`src/rtl/instr_encoder_loader.sv`:
```
// Boot-time program writer: encodes decoded RV32I field bundles and streams them into imem.
// Optional LOADER_CHECKSUM_EN adds a running 32-bit sum of the words written this session.
module instr_encoder_loader #(
    parameter int ADDR_WIDTH = 10,
    parameter int BASE_ADDR  = 0
) (
    input  logic                  clk,
    input  logic                  rst_n,
    input  logic                  start,
    input  logic                  in_valid,
    output logic                  in_ready,
    input  logic                  in_last,
    input  logic [2:0]            in_fmt,
    input  logic [6:0]            in_opcode,
    input  logic [4:0]            in_rd,
    input  logic [4:0]            in_rs1,
    input  logic [4:0]            in_rs2,
    input  logic [2:0]            in_funct3,
    input  logic [6:0]            in_funct7,
    input  logic [31:0]           in_imm,
    output logic                  imem_we,
    output logic [ADDR_WIDTH-1:0] imem_addr,
    output logic [31:0]           imem_wdata,
    input  logic                  imem_ack,
    output logic [ADDR_WIDTH:0]   count,
    output logic                  done,
    output logic                  error,
    output logic [31:0]           checksum
);
    typedef enum logic [1:0] {IDLE, LOAD, WRITE, DONE} state_t;

    localparam logic [ADDR_WIDTH-1:0] BASE = ADDR_WIDTH'(BASE_ADDR);

    state_t                state_q, state_d;
    logic [ADDR_WIDTH-1:0] addr_q, addr_d;
    logic [31:0]           wdata_q, wdata_d;
    logic [ADDR_WIDTH:0]   count_q, count_d;
    logic                  last_q, last_d;
    logic                  err_q, err_d;
    logic [31:0]           enc_word;
    logic                  enc_err;

    // Format codes mirror the decoder's imm_type, with R-type appended
    always_comb begin
        enc_word = 32'h0000_0013;
        enc_err  = 1'b0;
        case (in_fmt)
            3'b000: enc_word = {in_imm[11:0], in_rs1, in_funct3, in_rd, in_opcode};
            3'b001: enc_word = {in_imm[11:5], in_rs2, in_rs1, in_funct3, in_imm[4:0], in_opcode};
            3'b010: begin
                enc_word = {in_imm[12], in_imm[10:5], in_rs2, in_rs1, in_funct3,
                            in_imm[4:1], in_imm[11], in_opcode};
                enc_err  = in_imm[0];
            end
            3'b011: enc_word = {in_imm[31:12], in_rd, in_opcode};
            3'b100: begin
                enc_word = {in_imm[20], in_imm[10:1], in_imm[11], in_imm[19:12], in_rd, in_opcode};
                enc_err  = in_imm[0];
            end
            3'b101: enc_word = {in_funct7, in_rs2, in_rs1, in_funct3, in_rd, in_opcode};
            default: enc_err = 1'b1;
        endcase
    end

    always_comb begin
        state_d = state_q;
        addr_d  = addr_q;
        wdata_d = wdata_q;
        count_d = count_q;
        last_d  = last_q;
        err_d   = err_q;
        case (state_q)
            IDLE, DONE: begin
                if (start) begin
                    state_d = LOAD;
                    addr_d  = BASE;
                    count_d = '0;
                    err_d   = 1'b0;
                end
            end
            LOAD: begin
                if (in_valid) begin
                    wdata_d = enc_word;
                    last_d  = in_last;
                    err_d   = err_q | enc_err;
                    state_d = WRITE;
                end
            end
            WRITE: begin
                if (imem_ack) begin
                    count_d = count_q + 1'b1;
                    addr_d  = addr_q + 1'b1;
                    if (last_q) begin
                        state_d = DONE;
                    end else if (addr_q == '1) begin
                        // Next address would wrap onto already-written words
                        err_d   = 1'b1;
                        state_d = DONE;
                    end else begin
                        state_d = LOAD;
                    end
                end
            end
            default: state_d = IDLE;
        endcase
    end

    always_ff @(posedge clk or negedge rst_n) begin
        if (!rst_n) begin
            state_q <= IDLE;
            addr_q  <= BASE;
            wdata_q <= '0;
            count_q <= '0;
            last_q  <= 1'b0;
            err_q   <= 1'b0;
        end else begin
            state_q <= state_d;
            addr_q  <= addr_d;
            wdata_q <= wdata_d;
            count_q <= count_d;
            last_q  <= last_d;
            err_q   <= err_d;
        end
    end

`ifdef LOADER_CHECKSUM_EN
    logic [31:0] csum_q, csum_d;

    always_comb begin
        csum_d = csum_q;
        if ((state_q == IDLE || state_q == DONE) && start)
            csum_d = '0;
        else if (state_q == WRITE && imem_ack)
            csum_d = csum_q + wdata_q;
    end

    always_ff @(posedge clk or negedge rst_n) begin
        if (!rst_n) csum_q <= '0;
        else        csum_q <= csum_d;
    end

    assign checksum = csum_q;
`else
    assign checksum = '0;
`endif

    assign in_ready   = (state_q == LOAD);
    assign imem_we    = (state_q == WRITE);
    assign imem_addr  = addr_q;
    assign imem_wdata = wdata_q;
    assign count      = count_q;
    assign done       = (state_q == DONE);
    assign error      = err_q;
endmodule

```
`config.mk`:
```
export PLATFORM = sky130hd
export DESIGN_NAME = instr_encoder_loader
export DESIGN_NICKNAME = d
export VERILOG_FILES = /design/src/rtl/instr_encoder_loader.sv
export SDC_FILE = /design/constraint.sdc
export NUM_CORES = 1
export LEC_CHECK = 0
export CORE_ASPECT_RATIO = 1.5
export CORE_UTILIZATION = 60
export DETAILED_ROUTE_END_ITERATION = 6
export DONT_BUFFER_PORTS = 1
export PLACE_DENSITY_LB_ADDON = 0.3
export SETUP_SLACK_MARGIN = 0.05
export SLEW_MARGIN = 20
export SYNTH_ARGS = -nofsm -noshare
export SYNTH_HDL_FRONTEND = slang
export SYNTH_SLANG_ARGS = --single-unit
```
`constraint.sdc`:
```
create_clock -name clk -period 5.18 [get_ports clk]
set_input_delay 1.036 -clock clk [delete_from_list [all_inputs] [get_ports clk]]
set_output_delay 1.036 -clock clk [all_outputs]
set_load 0.1 [all_outputs]
```
# After elaboration in Yosys (flattened, before gate mapping)
# Cells that the tools add are included.
classes:
  n_addsub: 2
  mul: 0
  div: 0
  magnitude_cmp: 0
  eq_ne: 14
  n_shift: 0
  muxes: 20
  bitwise_logic: 1
  reduce_logical: 10
ops:
  columns: ["cell", "n"]
  rows:
  - ["case mux 32 bit (6 select lines)", 1]
  - ["two-way mux 11 bit", 2]
  - ["case mux 11 bit (2 select lines)", 1]
  - ["two-way mux 10 bit", 2]
  - ["case mux 10 bit (2 select lines)", 1]
  - ["adder 11 x 1 -> 11 bit (second input constant)", 1]
  - ["adder 10 x 1 -> 10 bit (second input constant)", 1]
  - ["== test 10 bit (second input constant)", 1]
  - ["two-way mux 2 bit", 5]
  - ["== test 3 x 2 -> 1 bit (second input constant)", 2]
  - ["== test 3 bit (second input constant)", 2]
  - ["!= test 2 bit (second input constant)", 3]
  - ["case mux 2 bit (3 select lines)", 1]
  - ["AND reduction 3 bit", 2]
  - ["two-way mux 1 bit", 5]
  - ["AND reduction 5 bit", 1]
  - ["== test 2 bit (second input constant)", 2]
  - ["!= test 2 x 1 -> 1 bit (second input constant)", 2]
  - ["OR reduction 2 bit", 2]
  - ["OR reduction 4 bit", 1]
  - ["== test 3 x 1 -> 1 bit (second input constant)", 1]
  - ["zero test 3 bit", 1]
  - ["case mux 1 bit (3 select lines)", 1]
  - ["== test 2 x 1 -> 1 bit (second input constant)", 1]
  - ["5 further kinds", 5]
word_totals:
  regBits: 57
  latch_bits: 0
  ramBits: 0
  romBits: 0
  mem_count: 0

# Depth between registers and ports, before layout
# Gate-level depths: netlist of run 1.
logic_depth:
  word_depth: 6
  depth_mapped: 8

# Least setup slack after synthesis of run 1
# No wires, ideal clock.
synth_path:
  path_type: "register -> register"
  from: "register state_q[0]"
  to: "register count_q[8], in the netlist count[8]"
  t_arrival_ns: 2.344
  setup_slack_ns: 2.765
  path_stages_with_launch: 8
  n_path_buf: 1
  synth_period_minus_slack_ns: 2.415
  cell_sequence: "dfrtp_1 inv_1 ha_1 buf_2 or2_2 nand3_1 or4_1 nand3_1"
synth_between:
  elab_cells_between_ends: 9
  cone_classes: "eq/ne: 4; mux: 1; reduce/logical: 4"
synth_rtl:
  columns: ["element", "line_no", "text"]
  rows:
  - ["start, declared", "34", "state_t state_q, state_d;"]
  - ["start signal, assigned", "117", "state_q <= state_d;"]
  - ["== test 2 bit *", null, null]
  - ["via imem_we", "21", "output logic imem_we,"]
  - ["!= test 2 x 1 -> 1 bit (no source line) or nonzero test 2 bit (tied branches)", null, null]
  - ["AND reduction 3 bit (no source line)", null, null]
  - ["end signal, assigned", "120", "count_q <= count_d;"]
  - ["end, declared", "37", "logic [ADDR_WIDTH:0] count_q, count_d;"]
# The timed path passes the listed nets; every way through them passes the cells marked *.
# A chain may end at the register's enable or synchronous reset.

# Worst setup path in the final report of run 1
# Ends and elaborated chain as after synthesis.

==> summary.md, run 1 <==
| Metric | Value |
|---|---|
| CTS max path bufs | `2` |
| Post-DP HPWL | `slightly below 6000 um` |
| Routing usage on met2 | `41.6%` |
| CP most frequent cell | `nand3_1` |
| CP startpoint kind | `flip-flop` |
| Switch share | `between 60% and 70%` |
| Worst path arrival time | `3270 ps` |
| Ys Warns | `0` |
| Pre-CTS setup slack | `roughly 2200 ps` |
| Share of layout cells above drive strength 1 | `between 6 and 7%` |
| Synthesized flop and latch total | `57` |
| Worst skew pair latency | `around 340 ps` |
| Initial DRT Pass Iterations | `4` |
| Clock Skew | `about 6.6 ps` |
| Gr usage total | `a little over a quarter` |
| Largest family of logic cells by synthesized area | `compound AO/OA/AOI/OAI gates` |
| DRT antenna net count | `0` |
| Total inserted antenna cells | `0` |
| Vias per inst | `between 6 and 7` |
| Power Total | `2.67 mW` |
| Run status | `completed` |
| DR iter-0 viols | `284` |
| Avg Inst Size Synth | `around 9.2 um^2` |
| EDFF count, synth | `0` |
| Post-CTS repair timing setup buffer count | `0` |
| VDD IR max | `about 0.42 mV` |
| CTS clk-pin slew, worst paths | `roughly 60 ps` |
| Avg WL per Cell | `~18 um` |
| Antenna violations before repair | `0` |
| Leading area contributor after synthesis | `dfrtp_1` |
| Initial core utilization | `62.3%` |
| F_max | `roughly 330 MHz` |
| CP max stage cell | `ha_2` |
| CP endpoint kind | `flip-flop` |
| Area growth syn-to-layout | `1.15%` |
| Comb pwr share | `24.2%` |
| Layout Cells excl Fill | `453` |
| Post-Syn Area | `about 3600 um^2` |
| Period minus WS final | `between 2000 and 3000 ps` |
| Die ar. | `approximately 6300 um^2` |
| Final TNS setup | `0 ps` |
| Row count | `34` |
| Clock root buffer | `clkbuf_8` |
| GPL Wtd Cong | `0.836` |
| Top cells by area, synth | `dfrtp_1 (40%), buf_4 (6.9%), o21ai_0 (4.6%), a22o_1 (4.4%), nand2_1 (4.1%)` |
| Global Route met3 Usage | `a little under 8%` |
| Top Ports | `~160` |
| Via count | `2927` |
| Switching power total | `about 1.7 mW` |
| Footprint of the multi-input gates | `between 1500 and 2000 um^2` |
| Die Span X | `65.3 um` |
| Tightest Pin Transition | `about 1100 ps` |
| Top cells by count, synth | `dfrtp_1 (57), nand2_1 (39), buf_4 (33), o21ai_0 (33), nor2b_1 (19)` |
| Fill cells | `slightly below 500` |
| Post-synthesis mux area share | `5.77%` |
| GR Util met1 | `between 30% and 40%` |
| Part of the power in registers | `62.2%` |
| # port buffers | `0` |
| Internal | `between 0.9 and 1 mW` |
| Nets | `456` |
| Post-synthesis sequential area ratio | `about two fifths` |
| Critical Path RT | `about 5500 ps` |
| Die Y | `slightly below 100 um` |
| Final WL | `8270 um` |
| Pwr Density | `~730 nW/um^2` |
| Crit path cell chain | `inv_1 -> ha_2 -> or2_2 -> nand3_1 -> or4_1 -> nand3_1` |
| Post-synth ARST share | `100%` |
| RSZ-0062 raised after global routing | `false` |
| First-pass GRT wire length | `between 10000 and 15000 um` |
| Max-slew violation count | `0` |
| Setup Viol. Count Final | `0` |
| Leak | `roughly 1.5 nW` |
| HP Class | `in -> async` |
| Sequential cell area | `~1400 um^2` |
| Headroom to the max-slew limit | `between 20% and 30%` |
| Cell count after synthesis | `about 390` |
| Post-Synth XOR/XNOR Area | `0%` |
| Period utilization | `a little under 60%` |
| Synth Flop Type | `dfrtp_1` |
| Most frequent cell after synthesis | `dfrtp_1` |
| Cell total after placement | `around 440` |
| Aggregate global routing overflow | `0` |
| Clock share of power | `13.5%` |
| Post_cts resized | `0` |
| Final hold vios | `0` |
| Worst Path Max Fanout | `30` |
| Synth cell types | `47` |
| Number of global-route vias before repair | `2704` |
| Setup WS post-layout | `between 2000 and 2500 ps` |
| Largest stage delay, worst path | `approximately 860 ps` |
| Most Crowded Layer GR | `met2` |
| Post-synthesis compound-gate area fraction | `approximately 27%` |
| Core area | `5790 um^2` |
| Critical path class | `reg -> reg` |
| Synth top area share | `39.6%` |
| Adder-Cell Fraction of Synth Area | `~1.7%` |
| CTS tree | `yes` |
| Cts-stage hold buffer count | `0` |
| Num CTS Buffers | `9` |
| CTS Sinks | `57` |
| Max-Cap Viols | `0` |
| Simple-gate share of the synthesized area | `15.5%` |
| DRC Markers | `0` |
| H-tree levels | `3` |
| Pin count of the biggest net entering global routing | `a little under 60` |
[power by group through the flow]
stage | clock network [mW] | registers [mW] | logic (mW)
3_3_place_gp | 0 | 1.67 | 0.631
4_1_cts | 0.368 | 1.66 | 0.649
6_report | 0.361 | 1.66 | 0.647
5_1_grt | 0.385 | 1.68 | 0.714
3_5_place_dp | 0 | 1.67 | 0.648
2_1_floorplan | 0 | 1.63 | 0.602
[final timing paths]
kind	start	to	slack (ps)	cells past startpoint
setup / recovery	state_q[0]	count[8]	2190	6
hold / removal	rst_n	imem_wdata[18]	390	0
setup reg to reg	state_q[0]	count[8]	2190	6
hold reg to reg	last_q	last_q	560	2
max in group asynchronous	rst_n	imem_wdata[15]	4700	0
min in group clk	last_q	last_q	560	2
[through the flow]
step	instance area [um^2]	util, %	hold slack (ps)
2_1_floorplan	3720	-	459
3_3_place_gp	3480	60.2	526
3_5_place_dp	3480	60.2	541
4_1_cts	3640	63.0	377
5_1_grt	3640	63.0	375
6_report	3640	63.0	387
[logic make-up after synthesis]
logic type | Yosys count
AOI/OAI and AO/OA | 133
and+or+nand+nor | 110
buffers and inverters | 65
DFF | 57
muxes | 20
adders and majority gates | 5
other | 1
[worst max-delay path, delay by kind of cell (launching register included)]
| family | cells | cell delay, ps |
|---|---|---|
| flops | 1 | 410 |
| simple gates | 4 | 1570 |
| buf+inv | 1 | 70 |
| fa+ha+maj | 1 | 860 |
[final cells by class]
cell class              instances  share of cell area (%)
multi-input cells             300                    52.7
flip-flops and latches         57                    39.1
clock buffers                  14                    4.46
well taps                      72                    2.47
inverters                       8                   0.824
repair buffers                  2                   0.412
[flip-flops by register name, indices dropped and copies added (netlist names)]
register	cells
imem_addr	10
error	1
count	11
state_q	2
imem_wdata	32
last_q	1
[layout by cell type (no fill, tap or decap), types with 11 or more instances in the layout]
cell type,netlist,layout
a22o_1,18,18
nand3_1,14,14
clkbuf_8,0,11
o21a_1,11,11
nor2b_1,19,19
nand2_1,39,39
o21ai_0,33,33
o221ai_1,15,15
mux2i_1,14,14
conb_1,1,32
dfrtp_1,57,57
nor2_1,13,13
[metal layers]
| layer | up-vias | routed length [um] | share of wire (%) |
|---|---|---|---|
| met5 | - | 0 | 0 |
| met4 | 0 | 199 | 2.4 |
| met3 | 16 | 685 | 8.3 |
| met2 | 139 | 4140 | 50 |
| met1 | 1392 | 3250 | 39 |
| li1 | 1380 | - | - |
Note: power is estimated with default switching activity, not from simulation.
==> run 2: changes to the inputs <==
clock period = 2.79 ns   (was 5.18 ns; I/O delays follow)
==> summary.md, run 2 (synthesis results as in run 1) <==
| Metric | Value |
|---|---|
| Pin count of the biggest net entering global routing | `58` |
| Core area | `around 5800 um^2` |
| Avg WL per Cell | `about 18 um` |
| VDD IR max | `~0.84 mV` |
| Share of layout cells above drive strength 1 | `a little over an eighth` |
| Aggregate global routing overflow | `0` |
| Worst Path Max Fanout | `25` |
| Tightest Pin Transition | `slightly below 1000 ps` |
| Post-DP Area | `~3700 um^2` |
| CP endpoint kind | `output port` |
| Critical Path RT | `around 2200 ps` |
| Max-slew violation count | `0` |
| DRC Markers | `0` |
| Fin Hold WS | `around 84 ps` |
| Post-CTS repair timing setup buffer count | `0` |
| Clock Skew | `~7 ps` |
| Clock root buffer | `clkbuf_8` |
| Max reg flops | `32` |
| Setup Viol. Count Final | `0` |
| First-pass GRT wire length | `approximately 14000 um` |
| CP startpoint kind | `flip-flop` |
| Die Span X | `around 65 um` |
| Cell total after placement | `~460` |
| Reg2reg path depth | `6` |
| Critical path class | `reg -> out` |
| DR iter-0 viols | `~180` |
| Pre-CTS setup slack | `between 700 and 800 ps` |
| Period minus WS final | `between 2000 and 2500 ps` |
| HP Class | `in -> async` |
| Nets | `slightly below 500` |
| F_max | `445 MHz` |
| CTS Sinks | `57` |
| Final Instance Area | `a little under 4000 um^2` |
| Period utilization | `between 80% and 90%` |
| Power Total | `about 5.1 mW` |
| CTS tree | `yes` |
| Row count | `34` |
| Area growth syn-to-layout | `7.75%` |
| Layout Cells excl Fill | `480` |
| Antenna violations before repair | `0` |
| Commonest non-fill, non-tap cell in the layout | `dfrtp_1` |
| Pwr Density | `1320 nW/um^2` |
| Post_cts resized | `0` |
| Via count | `3057` |
| RSZ-0062 raised after global routing | `false` |
| H-tree levels | `3` |
| Post-DP HPWL | `slightly above 6000 um` |
| Headroom to the max-slew limit | `approximately a third` |
| Reg-to-reg endpoint | `imem_addr[6]` |
| CTS max path bufs | `2` |
| Final WL | `8650 um` |
| Vias per inst | `around 6.4` |
| Initial DRT Pass Iterations | `4` |
| DRT antenna net count | `0` |
| Cts-stage hold buffer count | `1` |
| Reg2reg setup slack | `roughly 730 ps` |
| GPL Wtd Cong | `roughly 0.85` |
| Initial core utilization | `between 60% and 70%` |
| # port buffers | `0` |
| Die ar. | `around 6300 um^2` |
| Gr usage total | `around 28%` |
| Worst path arrival time | `approximately 1700 ps` |
| Die Y | `approximately 97 um` |
| Total inserted antenna cells | `0` |
| Final TNS setup | `0 ps` |
| Reg-to-reg startpoint | `state_q[0]` |
| Worst skew pair latency | `around 330 ps` |
| Most frequent cells in the layout | `dfrtp_1 (57), nand2_1 (39), o21ai_0 (33)` |
| Final hold vios | `0` |
| Max-Cap Viols | `0` |
| Util after Layout | `67.1%` |
| Setup WS post-layout | `544 ps` |
| Number of global-route vias before repair | `a little under 3000` |
| Run status | `completed` |
| Num CTS Buffers | `9` |
| CTS clk-pin slew, worst paths | `about 60 ps` |
| Leak | `between 1.5 and 2 nW` |
| Top Ports | `~160` |
==> run 2: changes by cell type in the layout (fill, tap and decap cells not counted), sizes merged <==
cell | before | now
buf | 2 | 27
clkinv | 0 | 2
==> run 2: where the power goes <==
part,switching (mW),total (mW),internal (mW)
registers,1.86,2.91,1.05
logic,1.04,1.46,0.422
clock network,0.328,0.745,0.417
==> run 2: worst max path at each step <==
stage                     startpoint      endpoint  slack, ps  cells past startpoint
after floorplan           state_q[0]      count[8]        380                      7
after global placement    state_q[0]  imem_addr[6]        840                      6
after detailed placement  state_q[0]  imem_addr[6]        760                      6
after CTS                 state_q[0]       imem_we        530                      3
after global routing      state_q[0]       imem_we        470                      3
final                     state_q[0]       imem_we        540                      3
==> run 2: routing by layer <==
metal,vias up,global-route usage [%],share of wire (%)
met5,-,0,0
met4,0,13.0,2.7
met3,24,10.8,8.6
met2,134,45.5,52
met1,1476,31.3,37
li1,1423,-,-
==> run 2: final cells by class <==
cell class,count,area (um^2)
Multi-Input combinational cell,300,1920
Fill cell,491,1900
Sequential cell,57,1430
Timing Repair Buffer,27,223
Clock buffer,14,183
Tap cell,72,90.1
Inverter,8,30.0
Clock inverter,2,10.0
==> run 2: critical path, stage by stage, from the launching register on <==
cell,delay (ps)
dfrtp_1,410
inv_1,70
ha_2,460
buf_4,410
